===== config.mk =====
export PLATFORM = sky130hd
export DESIGN_NAME = fp16_to_int_pipe
export DESIGN_NICKNAME = d
export VERILOG_FILES = /design/src/rtl/fp16_pkg.sv /design/src/rtl/fp_round_inc.sv /design/src/rtl/fp16_to_int_pipe.sv
export SDC_FILE = /design/constraint.sdc
export NUM_CORES = 1
export LEC_CHECK = 0
export CAP_MARGIN = 15
export CORE_ASPECT_RATIO = 0.9
export CORE_MARGIN = 4
export CORE_UTILIZATION = 49
export DETAILED_ROUTE_END_ITERATION = 12
export PLACE_DENSITY = 0.7
export SLEW_MARGIN = 20
export SYNTH_ARGS = -nofsm -noshare
export SYNTH_HDL_FRONTEND = slang
export SYNTH_HIERARCHICAL = 1
export SYNTH_SLANG_ARGS = --single-unit

===== constraint.sdc =====
create_clock -name clk -period 5.9 [get_ports clk]
set_input_delay 0.885 -clock clk [delete_from_list [all_inputs] [get_ports clk]]
set_output_delay 0.885 -clock clk [all_outputs]
set_load 0.02 [all_outputs]

===== src/rtl/fp16_pkg.sv =====
// Shared binary16 definitions: field layout, bias, rounding modes and flag indices
// for the fp16 datapath library.
package fp16_pkg;

    localparam int unsigned FP16_W      = 16;
    localparam int unsigned FP16_EXP_W  = 5;
    localparam int unsigned FP16_MANT_W = 10;
    localparam int unsigned FP16_SIG_W  = FP16_MANT_W + 1;
    localparam int unsigned FP16_BIAS   = 15;

    localparam logic [FP16_EXP_W-1:0] FP16_EXP_ONES = '1;

    typedef struct packed {
        logic                   sign;
        logic [FP16_EXP_W-1:0]  exp;
        logic [FP16_MANT_W-1:0] mant;
    } fp16_t;

    typedef enum logic [1:0] {
        RM_RTZ = 2'd0,
        RM_RNE = 2'd1,
        RM_RUP = 2'd2,
        RM_RDN = 2'd3
    } rm_e;

    localparam int unsigned FLAG_W        = 3;
    localparam int unsigned FLAG_INEXACT  = 0;
    localparam int unsigned FLAG_OVERFLOW = 1;
    localparam int unsigned FLAG_INVALID  = 2;

endpackage


===== src/rtl/fp_round_inc.sv =====
// Combinational round-increment decision shared by the fp-to-int and fp-narrowing blocks.
module fp_round_inc
    import fp16_pkg::*;
(
    input  rm_e  i_rm,
    input  logic i_sign,
    input  logic i_lsb,
    input  logic i_guard,
    input  logic i_sticky,
    output logic o_inc_c
);

    always_comb begin
        o_inc_c = 1'b0;
        case (i_rm)
            RM_RTZ: o_inc_c = 1'b0;
            RM_RNE: o_inc_c = i_guard && (i_sticky || i_lsb);
            RM_RUP: o_inc_c = !i_sign && (i_guard || i_sticky);
            RM_RDN: o_inc_c = i_sign && (i_guard || i_sticky);
        endcase
    end

endmodule


===== src/rtl/fp16_to_int_pipe.sv =====
// Three-stage binary16 -> signed integer converter with rounding modes, flags and
// valid/ready backpressure. Define FP16_TO_INT_STICKY_FLAGS_EN for sticky flag accumulation.
module fp16_to_int_pipe
    import fp16_pkg::*;
#(
    parameter int unsigned OUT_W = 16
) (
    input  logic                 clk,
    input  logic                 rst,
    input  logic                 in_valid,
    output logic                 in_ready,
    input  logic [FP16_W-1:0]    in_fp,
    input  logic [1:0]           in_rm,
    output logic                 out_valid,
    input  logic                 out_ready,
    output logic [OUT_W-1:0]     out_int,
    output logic                 out_invalid,
    output logic                 out_overflow,
    output logic                 out_inexact
`ifdef FP16_TO_INT_STICKY_FLAGS_EN
    ,
    input  logic                 flags_clr,
    output logic [FLAG_W-1:0]    sticky_flags
`endif
);

    localparam int unsigned MAG_W        = ((OUT_W > 17) ? OUT_W : 17) + 1;
    localparam int unsigned RSH_BASE     = FP16_BIAS + FP16_MANT_W;
    localparam int unsigned ALIGN_FRAC_W = 25;
    localparam int unsigned EXT_W        = FP16_SIG_W + ALIGN_FRAC_W;
    localparam int unsigned RSH_W        = 5;
    localparam int unsigned LSH_W        = 3;

    localparam logic [OUT_W-1:0] INT_MAX = {1'b0, {(OUT_W-1){1'b1}}};
    localparam logic [OUT_W-1:0] INT_MIN = {1'b1, {(OUT_W-1){1'b0}}};
    localparam logic [MAG_W-1:0] POS_LIM = MAG_W'(INT_MAX);
    localparam logic [MAG_W-1:0] NEG_LIM = MAG_W'(INT_MIN);

    // Stage load enables: a stage loads when empty or when its successor moves.
    logic w_s1_ld, w_s2_ld, w_s3_ld;
    logic r_v1, r_v2;

    assign w_s3_ld  = !out_valid || out_ready;
    assign w_s2_ld  = !r_v2 || w_s3_ld;
    assign w_s1_ld  = !r_v1 || w_s2_ld;
    assign in_ready = w_s1_ld;

    // S1: unpack and classify, precompute alignment shifts.
    fp16_t            w_fp;
    logic [RSH_W-1:0] w_rsh;
    logic [LSH_W-1:0] w_lsh;

    assign w_fp  = fp16_t'(in_fp);
    assign w_rsh = (w_fp.exp == '0)                      ? RSH_W'(RSH_BASE - 1) :
                   (w_fp.exp <= FP16_EXP_W'(RSH_BASE))   ? RSH_W'(FP16_EXP_W'(RSH_BASE) - w_fp.exp) :
                                                           '0;
    assign w_lsh = (w_fp.exp > FP16_EXP_W'(RSH_BASE))    ? LSH_W'(w_fp.exp - FP16_EXP_W'(RSH_BASE)) :
                                                           '0;

    logic                  r1_sign, r1_nan, r1_inf;
    logic [FP16_SIG_W-1:0] r1_sig;
    logic [RSH_W-1:0]      r1_rsh;
    logic [LSH_W-1:0]      r1_lsh;
    rm_e                   r1_rm;

    always_ff @(posedge clk) begin
        if (rst) begin
            r_v1    <= 1'b0;
            r1_sign <= 1'b0;
            r1_nan  <= 1'b0;
            r1_inf  <= 1'b0;
            r1_sig  <= '0;
            r1_rsh  <= '0;
            r1_lsh  <= '0;
            r1_rm   <= RM_RTZ;
        end else if (w_s1_ld) begin
            r_v1 <= in_valid;
            if (in_valid) begin
                r1_sign <= w_fp.sign;
                r1_nan  <= (w_fp.exp == FP16_EXP_ONES) && (w_fp.mant != '0);
                r1_inf  <= (w_fp.exp == FP16_EXP_ONES) && (w_fp.mant == '0);
                r1_sig  <= {(w_fp.exp != '0), w_fp.mant};
                r1_rsh  <= w_rsh;
                r1_lsh  <= w_lsh;
                r1_rm   <= rm_e'(in_rm);
            end
        end
    end

    // S2: align to integer + guard + sticky, then apply the rounding increment.
    logic [EXT_W-1:0] w_ext;
    logic [MAG_W-1:0] w_int, w_mag_rnd;
    logic             w_guard, w_sticky, w_inc_c;

    assign w_ext    = {r1_sig, ALIGN_FRAC_W'(0)} >> r1_rsh;
    assign w_int    = MAG_W'(w_ext[EXT_W-1 -: FP16_SIG_W]) << r1_lsh;
    assign w_guard  = w_ext[ALIGN_FRAC_W-1];
    assign w_sticky = |w_ext[ALIGN_FRAC_W-2:0];

    fp_round_inc u_round_inc (
        .i_rm     (r1_rm),
        .i_sign   (r1_sign),
        .i_lsb    (w_int[0]),
        .i_guard  (w_guard),
        .i_sticky (w_sticky),
        .o_inc_c  (w_inc_c)
    );

    assign w_mag_rnd = w_int + MAG_W'(w_inc_c);

    logic             r2_sign, r2_nan, r2_inf, r2_inexact;
    logic [MAG_W-1:0] r2_mag;

    always_ff @(posedge clk) begin
        if (rst) begin
            r_v2       <= 1'b0;
            r2_sign    <= 1'b0;
            r2_nan     <= 1'b0;
            r2_inf     <= 1'b0;
            r2_inexact <= 1'b0;
            r2_mag     <= '0;
        end else if (w_s2_ld) begin
            r_v2 <= r_v1;
            if (r_v1) begin
                r2_sign    <= r1_sign;
                r2_nan     <= r1_nan;
                r2_inf     <= r1_inf;
                r2_inexact <= w_guard || w_sticky;
                r2_mag     <= w_mag_rnd;
            end
        end
    end

    // S3: negate, saturate against the signed limits, and resolve flags.
    logic [MAG_W-1:0]  w_mag_signed;
    logic              w_sat;
    logic [OUT_W-1:0]  w_s3_int;
    logic [FLAG_W-1:0] w_s3_flags;

    assign w_mag_signed = r2_sign ? (~r2_mag + MAG_W'(1)) : r2_mag;
    assign w_sat        = r2_sign ? (r2_mag > NEG_LIM) : (r2_mag > POS_LIM);

    always_comb begin
        w_s3_int                 = OUT_W'(w_mag_signed);
        w_s3_flags               = '0;
        w_s3_flags[FLAG_INEXACT] = r2_inexact;
        if (r2_nan) begin
            w_s3_int                 = '0;
            w_s3_flags               = '0;
            w_s3_flags[FLAG_INVALID] = 1'b1;
        end else if (r2_inf || w_sat) begin
            w_s3_int                  = r2_sign ? INT_MIN : INT_MAX;
            w_s3_flags                = '0;
            w_s3_flags[FLAG_OVERFLOW] = 1'b1;
        end
    end

    always_ff @(posedge clk) begin
        if (rst) begin
            out_valid    <= 1'b0;
            out_int      <= '0;
            out_invalid  <= 1'b0;
            out_overflow <= 1'b0;
            out_inexact  <= 1'b0;
        end else if (w_s3_ld) begin
            out_valid <= r_v2;
            if (r_v2) begin
                out_int      <= w_s3_int;
                out_invalid  <= w_s3_flags[FLAG_INVALID];
                out_overflow <= w_s3_flags[FLAG_OVERFLOW];
                out_inexact  <= w_s3_flags[FLAG_INEXACT];
            end
        end
    end

`ifdef FP16_TO_INT_STICKY_FLAGS_EN
    // A transferring beat's flags take priority over a coincident clear.
    logic [FLAG_W-1:0] r_sticky;
    logic [FLAG_W-1:0] w_out_flags;

    always_comb begin
        w_out_flags                = '0;
        w_out_flags[FLAG_INVALID]  = out_invalid;
        w_out_flags[FLAG_OVERFLOW] = out_overflow;
        w_out_flags[FLAG_INEXACT]  = out_inexact;
    end

    always_ff @(posedge clk) begin
        if (rst) begin
            r_sticky <= '0;
        end else if (out_valid && out_ready) begin
            r_sticky <= (flags_clr ? '0 : r_sticky) | w_out_flags;
        end else if (flags_clr) begin
            r_sticky <= '0;
        end
    end

    assign sticky_flags = r_sticky;
`endif

endmodule


==> results of run 1 <==
## flip-flops by register name (all words and copies together), names as in the netlist, 2 cells and up
| signal | cells |
|---|---|
| r2_mag | 18 |
| out_int | 16 |
| r1_sig | 11 |
| r1_rsh | 5 |
| r1_lsh | 3 |
| r1_rm | 2 |
## worst paths after layout
path / start / to / slack [ps] / cells past startpoint
setup / recovery: r1_rsh[2] / r2_mag[9] / 1380 / 15
setup reg to reg: r1_rsh[2] / r2_mag[9] / 1380 / 15
hold / removal: out_int[1] / out_int[1] / 460 / 2
hold reg to reg: out_int[1] / out_int[1] / 460 / 2
## final cells by class
class                      instances  area [um2]
clock buffer                      10         138
timing repair buffer              47         453
sequential                        68        1360
clock inverter                     6        47.5
tap                              122         153
inverter                          16        60.1
multi-input combinational        468        3040
fill                             864        3950
## logic make-up (layout without fill, tap and decap cells)
group | count (synthesis) | after routing | share of synthesized area
AO/OA/AOI/OAI | 174 | 174 | 0.256
buffers and inverters | 61 | 79 | 0.0568
multiplexers | 33 | 33 | 0.0983
XOR/XNOR | 10 | 10 | 0.0188
flip-flops | 68 | 68 | 0.291
AND/OR/NAND/NOR | 245 | 245 | 0.262
adder cells (fa/ha/maj) | 6 | 6 | 0.0161
## power by group
part / switching, mW / total, mW / internal [mW]
clock: 0.202 / 0.369 / 0.166
sequential: 0.0308 / 0.505 / 0.474
combinational: 0.127 / 0.220 / 0.0930
total: 0.360 / 1.09 / 0.733
## layer usage
| metal | part of all wire | wire length, um | global-route usage | vias to the layer above |
|---|---|---|---|---|
| li1 | - | - | - | 2244 |
| met1 | 0.50 | 6010 | 0.326 | 2139 |
| met2 | 0.43 | 5170 | 0.330 | 124 |
| met3 | 0.046 | 552 | 0.0396 | 15 |
| met4 | 0.017 | 207 | 0.0729 | 0 |
| met5 | 0 | 0 | 0 | - |
## Yosys cell counts, types with 4 or more instances
library cell  instances
nor2b_1               9
o31ai_1               7
nand2b_1              4
nor2_1               72
or3_1                 7
buf_2                 7
ha_1                  6
nand3b_1              4
o21ai_0              13
nor3_1               25
a211oi_1             12
nand3_1              11
mux4_2                8
mux2_2                7
o211ai_1              5
nor3b_1              12
inv_1                14
xor2_1                4
xnor2_1               6
a22oi_1              17
o22ai_1              14
a31oi_1               6
buf_1                 4
dfxtp_1              68
and2_1                4
mux2i_1              16
nand4_1               8
nor4_1                7
nand2_1              67
a21oi_1              58
clkbuf_1             31
## through the flow
step / utilization / cells / hold WS (ps) / area, um2 / power [mW]
6_report: 0.571 / 737 / 458 / 5260 / 1.09
5_1_grt: 0.571 / 737 / 488 / 5260 / 1.15
4_1_cts: 0.571 / 737 / 462 / 5260 / 1.10
3_5_place_dp: 0.551 / 721 / 450 / 5070 / 0.730
3_3_place_gp: 0.551 / 721 / 442 / 5070 / 0.727
2_1_floorplan: - / 597 / 432 / 4670 / 0.672
## tightest hold or removal path, delay by kind of cell (launching register included)
family	cells	cell delay, ps
DFF	1	320
and+or+nand+nor	1	50
AOI/OAI and AO/OA	1	50
==> results.toml, run 1 <==
[routing]
avgViaCountPerCell = 6.14
drtIter0Drc = 372
routed_wl_mm = 11.9
first_pass_iters = 5
avgRoutedWirePerCell_um = 16.2
ant_nets = 0
drcViolationCount = 0
vias = 4522

[setup_path]
worstPathArrival_ps = 4750
crit_chain = "clkinv_1 -> mux4_2 -> o211ai_1 -> o31a_1 -> o32a_1 -> o22a_1 -> nor3_1 -> nor3_2 -> ha_1 -> nand3_1 -> a211oi_1 -> inv_1 -> nor4_4 -> a21oi_1 -> a311o_1"
path_class = "flop to flop"
startpoint_type = "flop"
crit_path_top_delay_cell = "dfxtp_1"
worstPathMaxFanout = 17
cp_top_family = "compound AO/OA/AOI/OAI gates"
max_stage_delay_ps = 760
endpoint_kind = "flop"
critPathRequiredTime_ps = 6130
crit_buf_inv = 2

[place]
gp_congestion = 0.902
place.port_buffers = 42
hpwl_mm = 8.58
dp_slack_ps = 1420

[clock_tree]
cts_resized = 0
htreeDepth = 3
ctsHoldBuffers = 0
post_cts_buffers = 0
cts_max_path_buffers = 2
clkLatencyLatePin_ps = 350
cts_root_buf = "clkbuf_8"
cts_sinks = 68
cts_tree = "built"
cts_buffers = 9
path_clk_slew_ps = 80

[final_layout]
antennaDiodeCount = 0
drive_above_1_share = 0.0846
areaGrowthSynthToFinish_pct = 12.5
fin_nets = 638
final_cell_mix = "nor2_1, dfxtp_1, nand2_1"
final_common_cell = "nor2_1"

[floorplan]
start_util = 0.507
core_area_mm2 = 0.00921
die_area_mm2 = 0.0112
die_w_um = 111
die_h_um = 101
rows = 33
ios = 43

[synth]
syn_area_mm2 = 0.00467
syn_inst = 597
synth-async-reset-ratio = 0
synth_flop_cell = "dfxtp_1"
synth_top_area_cell = "dfxtp_1"
synth_edf_count = 0
yosys-top-cells-area = "dfxtp_1, a21oi_1, nor2_1"
yosys_warnings = 6
ys_seq_area_frac = 0.291
synth_cell_types = 74
avgSynthCellArea_um2 = 7.82
ys_seq_elements = 68
synth_top_area_share = 0.291
synth_nets = 625

[outcome]
status = "completed"

[timing]
setup_viol_count_final = 0
finalCriticalPeriod_ps = 4520
hold_viol = 0
finalClockSkew_ps = 7.13
fin_ws_ps = 1380
timing.final.crit_share = 0.767
worst_slew_pin_slew_ps = 898
rsz0062_at_grt = "no"
fmax_mhz = 221
fin_tns_setup_ps = 0
slew_headroom = 0.399
drv_slew = 0

[global_route]
grt_usage = 0.222
grt_first_pass_wirelength_mm = 20.6
grt-ovfl-total = 0
antenna_found_initial = 0
grt_max_degree = 72
grt_pass1_vias = 4156

[power]
ir_worst_vdd_v = 0.000139
p_leak_nw = 1.75
power_density_mw_per_mm2 = 208

[worst_hold_path]
min_path_type = "flop to flop"

[job]
drv_cap = 0
No activity file was read; power rests on OpenSTA's default activity.
==> run 2, diff against run 1 <==
clock period = 4.7 ns   (was 5.9 ns; I/O delays follow)
==> results.toml, run 2 (same netlist as run 1, synthesis figures left out) <==
[worst_hold_path]
min_path_type = "flop to flop"

[clock_tree]
htreeDepth = 3
post_cts_buffers = 0
cts_buffers = 9
cts_resized = 0
cts_root_buf = "clkbuf_8"
ctsHoldBuffers = 0
cts_sinks = 68
cts_max_path_buffers = 2
cts_tree = "built"
path_clk_slew_ps = 80
clkLatencyLatePin_ps = 350

[setup_path]
crit_buf_inv = 2
startpoint_type = "flop"
cp_top_family = "compound AO/OA/AOI/OAI gates"
rrSetupSlack_ps = 360
crit_path_top_delay_cell = "dfxtp_1"
worstPathMaxFanout = 13
crit_path_end = "r2_mag[9]"
cp.depth = 16
cp-startpoint = "r1_rsh[1]"
endpoint_kind = "flop"
rr_startpoint = "r1_rsh[1]"
worstPathArrival_ps = 4570
crit_chain = "buf_4 -> mux2i_1 -> mux4_2 -> o211ai_1 -> o31a_1 -> o32a_1 -> o22a_1 -> nor3_1 -> nor3_2 -> ha_1 -> nand3_1 -> a211oi_1 -> inv_1 -> nor4_4 -> a21oi_1 -> a311o_1"
reg2reg_to = "r2_mag[9]"
max_stage_delay_ps = 700
critPathRequiredTime_ps = 4940
r2r_cells = 16
path_class = "flop to flop"

[routing]
drcViolationCount = 0
ant_nets = 0
avgRoutedWirePerCell_um = 16.3
avgViaCountPerCell = 6.08
drtIter0Drc = 342
vias = 4533
first_pass_iters = 5
routed_wl_mm = 12.2

[timing]
fin_hold_ws_ps = 455
timing.final.crit_share = 0.923
slew_headroom = 0.388
hold_viol = 0
setup_viol_count_final = 0
drv_slew = 0
fmax_mhz = 231
finalClockSkew_ps = 8.38
fin_tns_setup_ps = 0
worst_slew_pin_slew_ps = 917
rsz0062_at_grt = "no"
finalCriticalPeriod_ps = 4340

[job]
drv_cap = 0

[final_layout]
largest_register_ffs = 18
antennaDiodeCount = 0
final_cell_mix = "nor2_1, dfxtp_1, nand2_1"
final_common_cell = "nor2_1"
fin_nets = 647
max_flop_register = "r2_mag"
areaGrowthSynthToFinish_pct = 14.1
largestRegisters = "r2_mag x18, out_int x16, r1_sig x11"
drive_above_1_share = 0.0962

[power]
ir_worst_vdd_v = 0.000183
power_density_mw_per_mm2 = 261
p_leak_nw = 1.80

[global_route]
grt-ovfl-total = 0
grt_pass1_vias = 3954
antenna_found_initial = 0
grt_first_pass_wirelength_mm = 20.1
grt_usage = 0.218
grt_max_degree = 48

[place]
gp_congestion = 0.900
place.port_buffers = 42
hpwl_mm = 9.00

[floorplan]
die_w_um = 111
start_util = 0.507
die_area_mm2 = 0.0112
die_h_um = 101
ios = 43
core_area_mm2 = 0.00921
rows = 33

[outcome]
status = "completed"
-- run 2: routing by layer --
metal / vias up / wire, um / global-route usage
li1: 2270 / - / -
met1: 2122 / 6150 / 0.327
met2: 124 / 5190 / 0.314
met3: 17 / 675 / 0.0444
met4: 0 / 157 / 0.0672
met5: - / 0 / 0
-- run 2: cell type report --
cell class	count	area (um2)
fill	846	3880
inverter	16	60.1
timing repair buffer	56	520
sequential	68	1360
multi-input combinational	468	3040
tap	122	153
clock inverter	6	63.8
clock buffer	10	128
-- run 2: stage by stage --
step / cells / cell area (um2) / utilization / total power [mW] / worst slack (ps)
after floorplan: 597 / 4670 / - / 0.844 / 955
after global placement: 730 / 5140 / 0.558 / 0.922 / 524
after detailed placement: 730 / 5140 / 0.558 / 0.926 / 412
after CTS: 746 / 5330 / 0.579 / 1.40 / 399
after global routing: 746 / 5330 / 0.579 / 1.47 / 28.8
final: 746 / 5330 / 0.579 / 1.39 / 362
-- run 2: worst min-delay path by stage --
stage,start,to,cells past startpoint
2_1_floorplan,r2_mag[17],r2_mag[17],2
3_5_place_dp,out_int[1],out_int[1],2
6_report,out_int[1],out_int[1],2
3_3_place_gp,out_int[15],out_int[15],2
5_1_grt,out_int[1],out_int[1],2
4_1_cts,out_int[1],out_int[1],2
-- run 2: tightest hold or removal path: stages, from the launching register on --
cell and delay (ps):
dfxtp_1 310, nand2_1 50, a21oi_1 50
-- run 2: where the power goes --
| part | total [mW] | switching, mW | internal, mW |
|---|---|---|---|
| combinational | 0.288 | 0.165 | 0.122 |
| sequential | 0.632 | 0.0364 | 0.595 |
| clock | 0.474 | 0.230 | 0.245 |
| total | 1.39 | 0.431 | 0.962 |
